--- config.mk ---
export PLATFORM = sky130hd
export DESIGN_NAME = branch_resolve
export DESIGN_NICKNAME = d
export VERILOG_FILES = /design/src/rtl/branch_resolve.sv
export SDC_FILE = /design/constraint.sdc
export NUM_CORES = 1
export LEC_CHECK = 0
export ABC_CLOCK_PERIOD_IN_PS = 9650
export BUFFER_PORTS_ARGS = -buffer_cell sky130_fd_sc_hd__buf_2
export CORE_ASPECT_RATIO = 0.75
export CORE_MARGIN = 2
export CORE_UTILIZATION = 60
export DETAILED_ROUTE_END_ITERATION = 10
export GPL_ROUTABILITY_DRIVEN = 0
export PLACE_DENSITY_LB_ADDON = 0.1
export SLEW_MARGIN = 20
export SYNTH_ARGS = -nofsm -noshare
export SYNTH_HDL_FRONTEND = slang
export SYNTH_SLANG_ARGS = --single-unit
--- constraint.sdc ---
create_clock -name clk -period 9.65 [get_ports clk]
set_input_delay 1.93 -clock clk [delete_from_list [all_inputs] [get_ports clk]]
set_output_delay 1.93 -clock clk [all_outputs]
set_load 0.05 [all_outputs]
--- src/rtl/branch_resolve.sv ---
// branch_resolve: MEM-stage branch/jump resolution driving fetch redirect, flush and link writeback
module branch_resolve #(
    parameter int XLEN           = 32,
    parameter int ALIGN_MASK_BIT = 1
) (
    input  logic            clk,
    input  logic            rst,
    input  logic            valid_ex,
    input  logic            is_branch_ex,
    input  logic            is_jal_ex,
    input  logic            is_jalr_ex,
    input  logic [2:0]      funct3_ex,
    input  logic [XLEN-1:0] rs1_ex,
    input  logic [XLEN-1:0] rs2_ex,
    input  logic [XLEN-1:0] imm_ex,
    input  logic [XLEN-1:0] PC_ex,
    input  logic            stall_mem,
    output logic            branch_mem_if,
    output logic [XLEN-1:0] PC_branch_mem_if,
    output logic            flush_mem,
    output logic [XLEN-1:0] link_mem_wb,
    output logic            link_valid_mem_wb,
    output logic            misalign_mem
);
    logic            valid_q, is_branch_q, is_jal_q, is_jalr_q, fired;
    logic [2:0]      funct3_q;
    logic [XLEN-1:0] rs1_q, rs2_q, imm_q, pc_q;
    logic            cond, taken, misaligned, jump;
    logic [XLEN-1:0] sum, target;

    // Resolve condition, target and alignment from the held slot; jalr wins over jal over branch
    always_comb begin
        cond = funct3_q == 3'b000 ? rs1_q == rs2_q :
               funct3_q == 3'b001 ? rs1_q != rs2_q :
               funct3_q == 3'b100 ? $signed(rs1_q) <  $signed(rs2_q) :
               funct3_q == 3'b101 ? $signed(rs1_q) >= $signed(rs2_q) :
               funct3_q == 3'b110 ? rs1_q <  rs2_q :
               funct3_q == 3'b111 ? rs1_q >= rs2_q : 1'b0;
        jump = is_jal_q | is_jalr_q;
        sum = is_jalr_q ? rs1_q + imm_q : pc_q + imm_q;
        target = is_jalr_q ? {sum[XLEN-1:1], 1'b0} : sum;
        taken = valid_q & (jump | (is_branch_q & cond));
        misaligned = taken & target[ALIGN_MASK_BIT];
    end

    assign branch_mem_if     = taken & ~misaligned & ~fired;
    assign flush_mem         = branch_mem_if;
    assign PC_branch_mem_if  = branch_mem_if ? target : '0;
    assign misalign_mem      = misaligned & ~fired;
    assign link_mem_wb       = valid_q ? pc_q + XLEN'(4) : '0;
    assign link_valid_mem_wb = valid_q & jump & ~misaligned;

    // A stalled slot holds and remembers it already fired; a redirect squashes the wrong-path EX op
    always_ff @(posedge clk or posedge rst) begin
        if (rst) begin
            {valid_q, is_branch_q, is_jal_q, is_jalr_q, fired} <= '0;
            funct3_q <= '0;
            {rs1_q, rs2_q, imm_q, pc_q} <= '0;
        end else if (stall_mem) begin
            fired <= fired | branch_mem_if | misalign_mem;
        end else if (branch_mem_if) begin
            {valid_q, is_branch_q, is_jal_q, is_jalr_q, fired} <= '0;
        end else begin
            valid_q     <= valid_ex;
            is_branch_q <= is_branch_ex;
            is_jal_q    <= is_jal_ex;
            is_jalr_q   <= is_jalr_ex;
            funct3_q    <= funct3_ex;
            rs1_q       <= rs1_ex;
            rs2_q       <= rs2_ex;
            imm_q       <= imm_ex;
            pc_q        <= PC_ex;
            fired       <= 1'b0;
        end
    end
endmodule

Word level (Yosys, flattened, before mapping)
Cells that the tools add are included.
{"block": "word_totals", "ff_bits": 136, "in_bits": 138, "out_inout_bits": 68, "word_cells": 57}
{"block": "op_classes", "add_sub_neg": 3, "n_lt_le_gt_ge": 4, "n_eq_ne": 7, "n_mux": 15, "bitwise_logic": 16, "n_reduce_logical": 2}
{"operator": "32-bit 2-to-1 mux", "count": 3}
{"operator": "32-bit adder", "count": 2}
{"operator": "32-bit >= comparator", "count": 2}
{"operator": "32-bit < comparator", "count": 2}
{"operator": "32-bit by 3-bit adder with 32-bit output, second input constant", "count": 1}
{"operator": "32-bit == test", "count": 1}
{"operator": "32-bit inequality test", "count": 1}
{"operator": "3-bit == test, second input constant", "count": 4}
{"operator": "1-bit 2-to-1 mux", "count": 12}
{"operator": "1-bit bitwise AND", "count": 8}
{"operator": "1-bit inverter", "count": 4}
{"operator": "1-bit bitwise OR", "count": 4}
{"operator": "3-bit by 1-bit == test with 1-bit output, second input constant", "count": 1}
{"operator": "3-bit logical NOT", "count": 1}
{"operator": "2-bit AND reduction", "count": 1}

Depth between registers and ports, before layout
{"block": "depth", "word_depth": 17, "mapped_depth": 14, "mapped_depth_nobuf": 12}

Least setup slack after synthesis
OpenSTA, ideal clock, no wires.
{"block": "synth_timing", "path_kind": "reg-to-output", "startpoint": "register is_jalr_q", "endpoint": "output PC_branch_mem_if[31]", "arrival_time_ns": 4.778, "t_required_ns": 7.720, "path_slack_ns": 2.942, "path_stages_with_launch": 13, "path_cell_list": "dfrtp_1 clkbuf_1 clkbuf_1 mux2_2 ha_1 o21a_1 o211ai_1 o31a_1 o21ai_0 a31oi_1 a31oi_1 nor2_1 nor4b_1"}
{"block": "synth_via", "elab_chain_cells": 8, "elab_cells_between_ends": 9, "classes_between": "mux (2); bitwise (7)"}
{"element": "from (decl)", "line_no": "25", "text": "logic valid_q, is_branch_q, is_jal_q, is_jalr_q, fired;"}
{"element": "from (signal assigned)", "line_no": "67", "text": "is_jalr_q <= is_jalr_ex;"}
{"element": "1-bit bitwise OR", "line_no": "39", "text": "jump = is_jal_q | is_jalr_q;"}
{"element": "1-bit bitwise OR", "line_no": "42", "text": "taken = valid_q & (jump | (is_branch_q & cond));"}
{"element": "1-bit bitwise AND", "line_no": "42"}
{"element": "1-bit bitwise AND", "line_no": "43", "text": "misaligned = taken & target[ALIGN_MASK_BIT];"}
{"element": "1-bit inverter", "line_no": "46", "text": "assign branch_mem_if = taken & ~misaligned & ~fired;"}
{"element": "1-bit bitwise AND (2 in a row)", "line_no": "46"}
{"element": "32-bit 2-to-1 mux (*)", "line_no": "48", "text": "assign PC_branch_mem_if = branch_mem_if ? target : '0;"}
{"element": "to (decl)", "line_no": "19", "text": "output logic [XLEN-1:0] PC_branch_mem_if,"}
Mark *: on every way between the ends. The rest lies on a longest branch, timed or not.

Worst setup path in the final report
{"block": "layout_timing", "startpoint": "register is_jalr_q", "endpoint": "output PC_branch_mem_if[29]"}
Same word-level chain as after synthesis.

==> run metrics <==
Final Core Density 72.8%; worst-path fanout max 18; Setup Skew 0.0167 ns; outcome complete, no violations; fin crit period between 6 and 7 ns; global-route wire length before repair 36400 um; Final Max Slew Viols 0; syn_area_per_cell 11.2 um2; Final Hold Fails 0; RSZ-0062 raised after global routing false; drt first pass iters 6; DRT Wirelength between 20000 and 25000 um; Mapped Cells 832; final std cells w/o fill 1250; Leakage approximately 5.4 nW; setup ws final 2.78 ns; H-tree levels 4; via count 7141; post-DP HPWL 16500 um; drt drc 0; Clock Tree Root clkbuf_16; final setup fails 0; Peak VDD IR 0.000205 V; kind of end point of the critical path output pin; post-CTS sizing 0; hold crit path type reg2reg; TritonCTS clock tree yes; Synth Warn # 0; DP Cell Count 1218; core area 15200 um2; syn nets 1035; Seq cells post-synth 136; Die Height 112 um; total grt overflow 0; CTS Buffer Depth 2; Max Clock Freq 0.146 GHz; hold_ws 0.511 ns; Worst Tran Pin Value 0.923 ns; Final Cycle Share 71.2%; crit path DAT 4.94 ns; fill cell count 1111; pre-CTS WS 3.34 ns; Initial Utilization 61.3%; vias in the first global route 6921; Die Area 16500 um2; sequential-to-total area share from yosys stat 36.6%; largest net degree at the start of global routing 80; Cell Pwr Density roughly 360 nW/um2; initial antenna violation count 0; chip width roughly 150 um; CTS buffer count 17; max_cap viols 0; number of enable flip-flop cells after synthesis 0; multi-input logic area 5440 um2; Layout area overhead 18.7%; number of library cell types mapped by synthesis 63; total track usage 28.2%; n_diodes 0; Post-CTS Repair Setup Buffers 0; register area between 3000 and 4000 um2; clock sinks 136; Required @ worst endpoint roughly 7.7 ns; I/O Pins 206; # rows 39; ANT nets after route 0; DR WL/cell 18.3 um; worst rel slew slack 38.5%; Main synth FF type dfrtp_1; port bufs just over 200; nets 1236; worst setup path category reg2out; async set-or-reset flop fraction in the synthesized netlist 100%; setup tns final 0 ns; later-pin clock latency in the skew report ~0.43 ns; vias per inst around 5.7; Mapped Area 9300 um2; critical path launch point type flip-flop; 1st-iter DRT viols roughly 420; clk slew on worst S/H paths approximately 0.06 ns; hold_buf cts 0; share of cells above drive strength 1 40.0%
-- metal layers --
layer | up-vias | share of wire (%) | global-route usage (%)
met1 | 3478 | 48 | 41.5
met4 | 0 | 0.97 | 5.83
met3 | 24 | 6.8 | 7.01
met5 | - | 0 | 0
met2 | 249 | 44 | 42.7
li1 | 3390 | - | -
-- flip-flops by register name, summed over array words and instances (netlist names) --
name	flops
valid_q	1
pc_q	32
imm_q	32
rs2_q	32
is_jal_q	1
is_jalr_q	1
funct3_q	3
fired	1
is_branch_q	1
rs1_q	32
-- through the flow --
step	instance area (um2)	power [W]
after floorplan	9300	0.00278
after global routing	11000	0.00428
after detailed placement	10300	0.00321
after global placement	10300	0.00318
after CTS	11000	0.00399
final	11000	0.00401
-- cells in the final DEF (no fill, tap or decap), drive strengths merged, types with 8 or more instances in the layout --
master / synthesis / layout
nand2: 37 / 37
dfrtp: 136 / 136
and2: 30 / 30
o21ai: 23 / 23
ha: 64 / 64
a21boi: 8 / 8
a21oi: 41 / 41
mux2: 162 / 162
nor2b: 9 / 9
nor2: 48 / 48
inv: 46 / 48
a21o: 12 / 12
nand4: 13 / 13
buf: 20 / 211
xor2: 13 / 13
clkbuf: 9 / 21
o21a: 9 / 9
nor3: 13 / 13
nand3: 20 / 20
a31oi: 8 / 8
xnor2: 32 / 32
-- Yosys cell counts (6+ instances only) --
master	instances	area [um2]
and4_1	7	61.3
a31oi_1	6	37.5
nand2_1	37	139
dfrtp_1	136	3400
nand2b_1	7	43.8
mux2_2	72	811
nor2_1	48	180
nor3_1	13	65.1
a21oi_1	40	200
o21ai_0	22	110
inv_1	46	173
nand3_1	20	100
buf_4	6	45.0
nand4_1	13	81.3
mux2_4	90	1350
and2_1	30	188
o21a_1	9	67.6
xor2_1	13	114
ha_1	64	801
o31ai_1	6	45.0
a21o_1	12	90.1
nor2b_1	9	56.3
xnor2_1	32	280
buf_12	10	200
a21boi_0	8	60.1
clkbuf_1	9	33.8
-- layout make-up --
cell class / instances / area share [%]
Inverter: 46 / 1.61
Multi-Input combinational cell: 621 / 49.2
Sequential cell: 136 / 30.8
Timing Repair Buffer: 211 / 9.94
Tap cell: 205 / 2.32
Clock buffer: 21 / 4.35
Clock inverter: 10 / 1.71
-- critical path: stages (launching register included) --
cell	delay, ns
dfrtp_1	0.87
mux2_2	0.42
ha_1	0.40
o21a_1	0.16
o211ai_1	0.07
o31a_1	0.36
o21ai_0	0.51
a31oi_1	0.24
a31oi_1	0.65
mux2_2	0.40
a31oi_1	0.14
buf_2	0.29
-- cell families (layout without fill, tap and decap cells) --
logic type | Yosys count | after routing | synth area share [%]
AOI/OAI and AO/OA | 135 | 135 | 9.71
DFF | 136 | 136 | 36.6
other | 1 | 1 | 0.0403
muxes | 166 | 166 | 23.7
buffers and inverters | 75 | 288 | 5.06
adders and majority gates | 65 | 65 | 8.82
and+or+nand+nor | 209 | 209 | 11.8
xor gates and xnor gates | 45 | 45 | 4.24
-- power breakdown --
group	switching (W)	total [W]	internal (W)
clock network	0.000252	0.000738	0.000486
logic	0.00131	0.00229	0.000976
registers	0.000216	0.000987	0.000771
total	0.00178	0.00401	0.00223
-- final timing paths --
path                                       start                    end  slack [ns]  cells past startpoint
hold / removal              rs2_q[3]$_DFFE_PP0P_   rs2_q[3]$_DFFE_PP0P_        0.51                      1
hold reg to reg             rs2_q[3]$_DFFE_PP0P_   rs2_q[3]$_DFFE_PP0P_        0.51                      1
min in group asynchronous                    rst  imm_q[25]$_DFFE_PP0P_        1.55                      2
setup / recovery           is_jalr_q$_DFFE_PP0N_   PC_branch_mem_if[29]        2.78                     11
max in group asynchronous                    rst    pc_q[9]$_DFFE_PP0P_        6.99                      3
setup reg to reg           rs1_q[23]$_DFFE_PP0P_   pc_q[18]$_DFFE_PP0P_        5.13                     11
(Power assumes the default switching activity.)
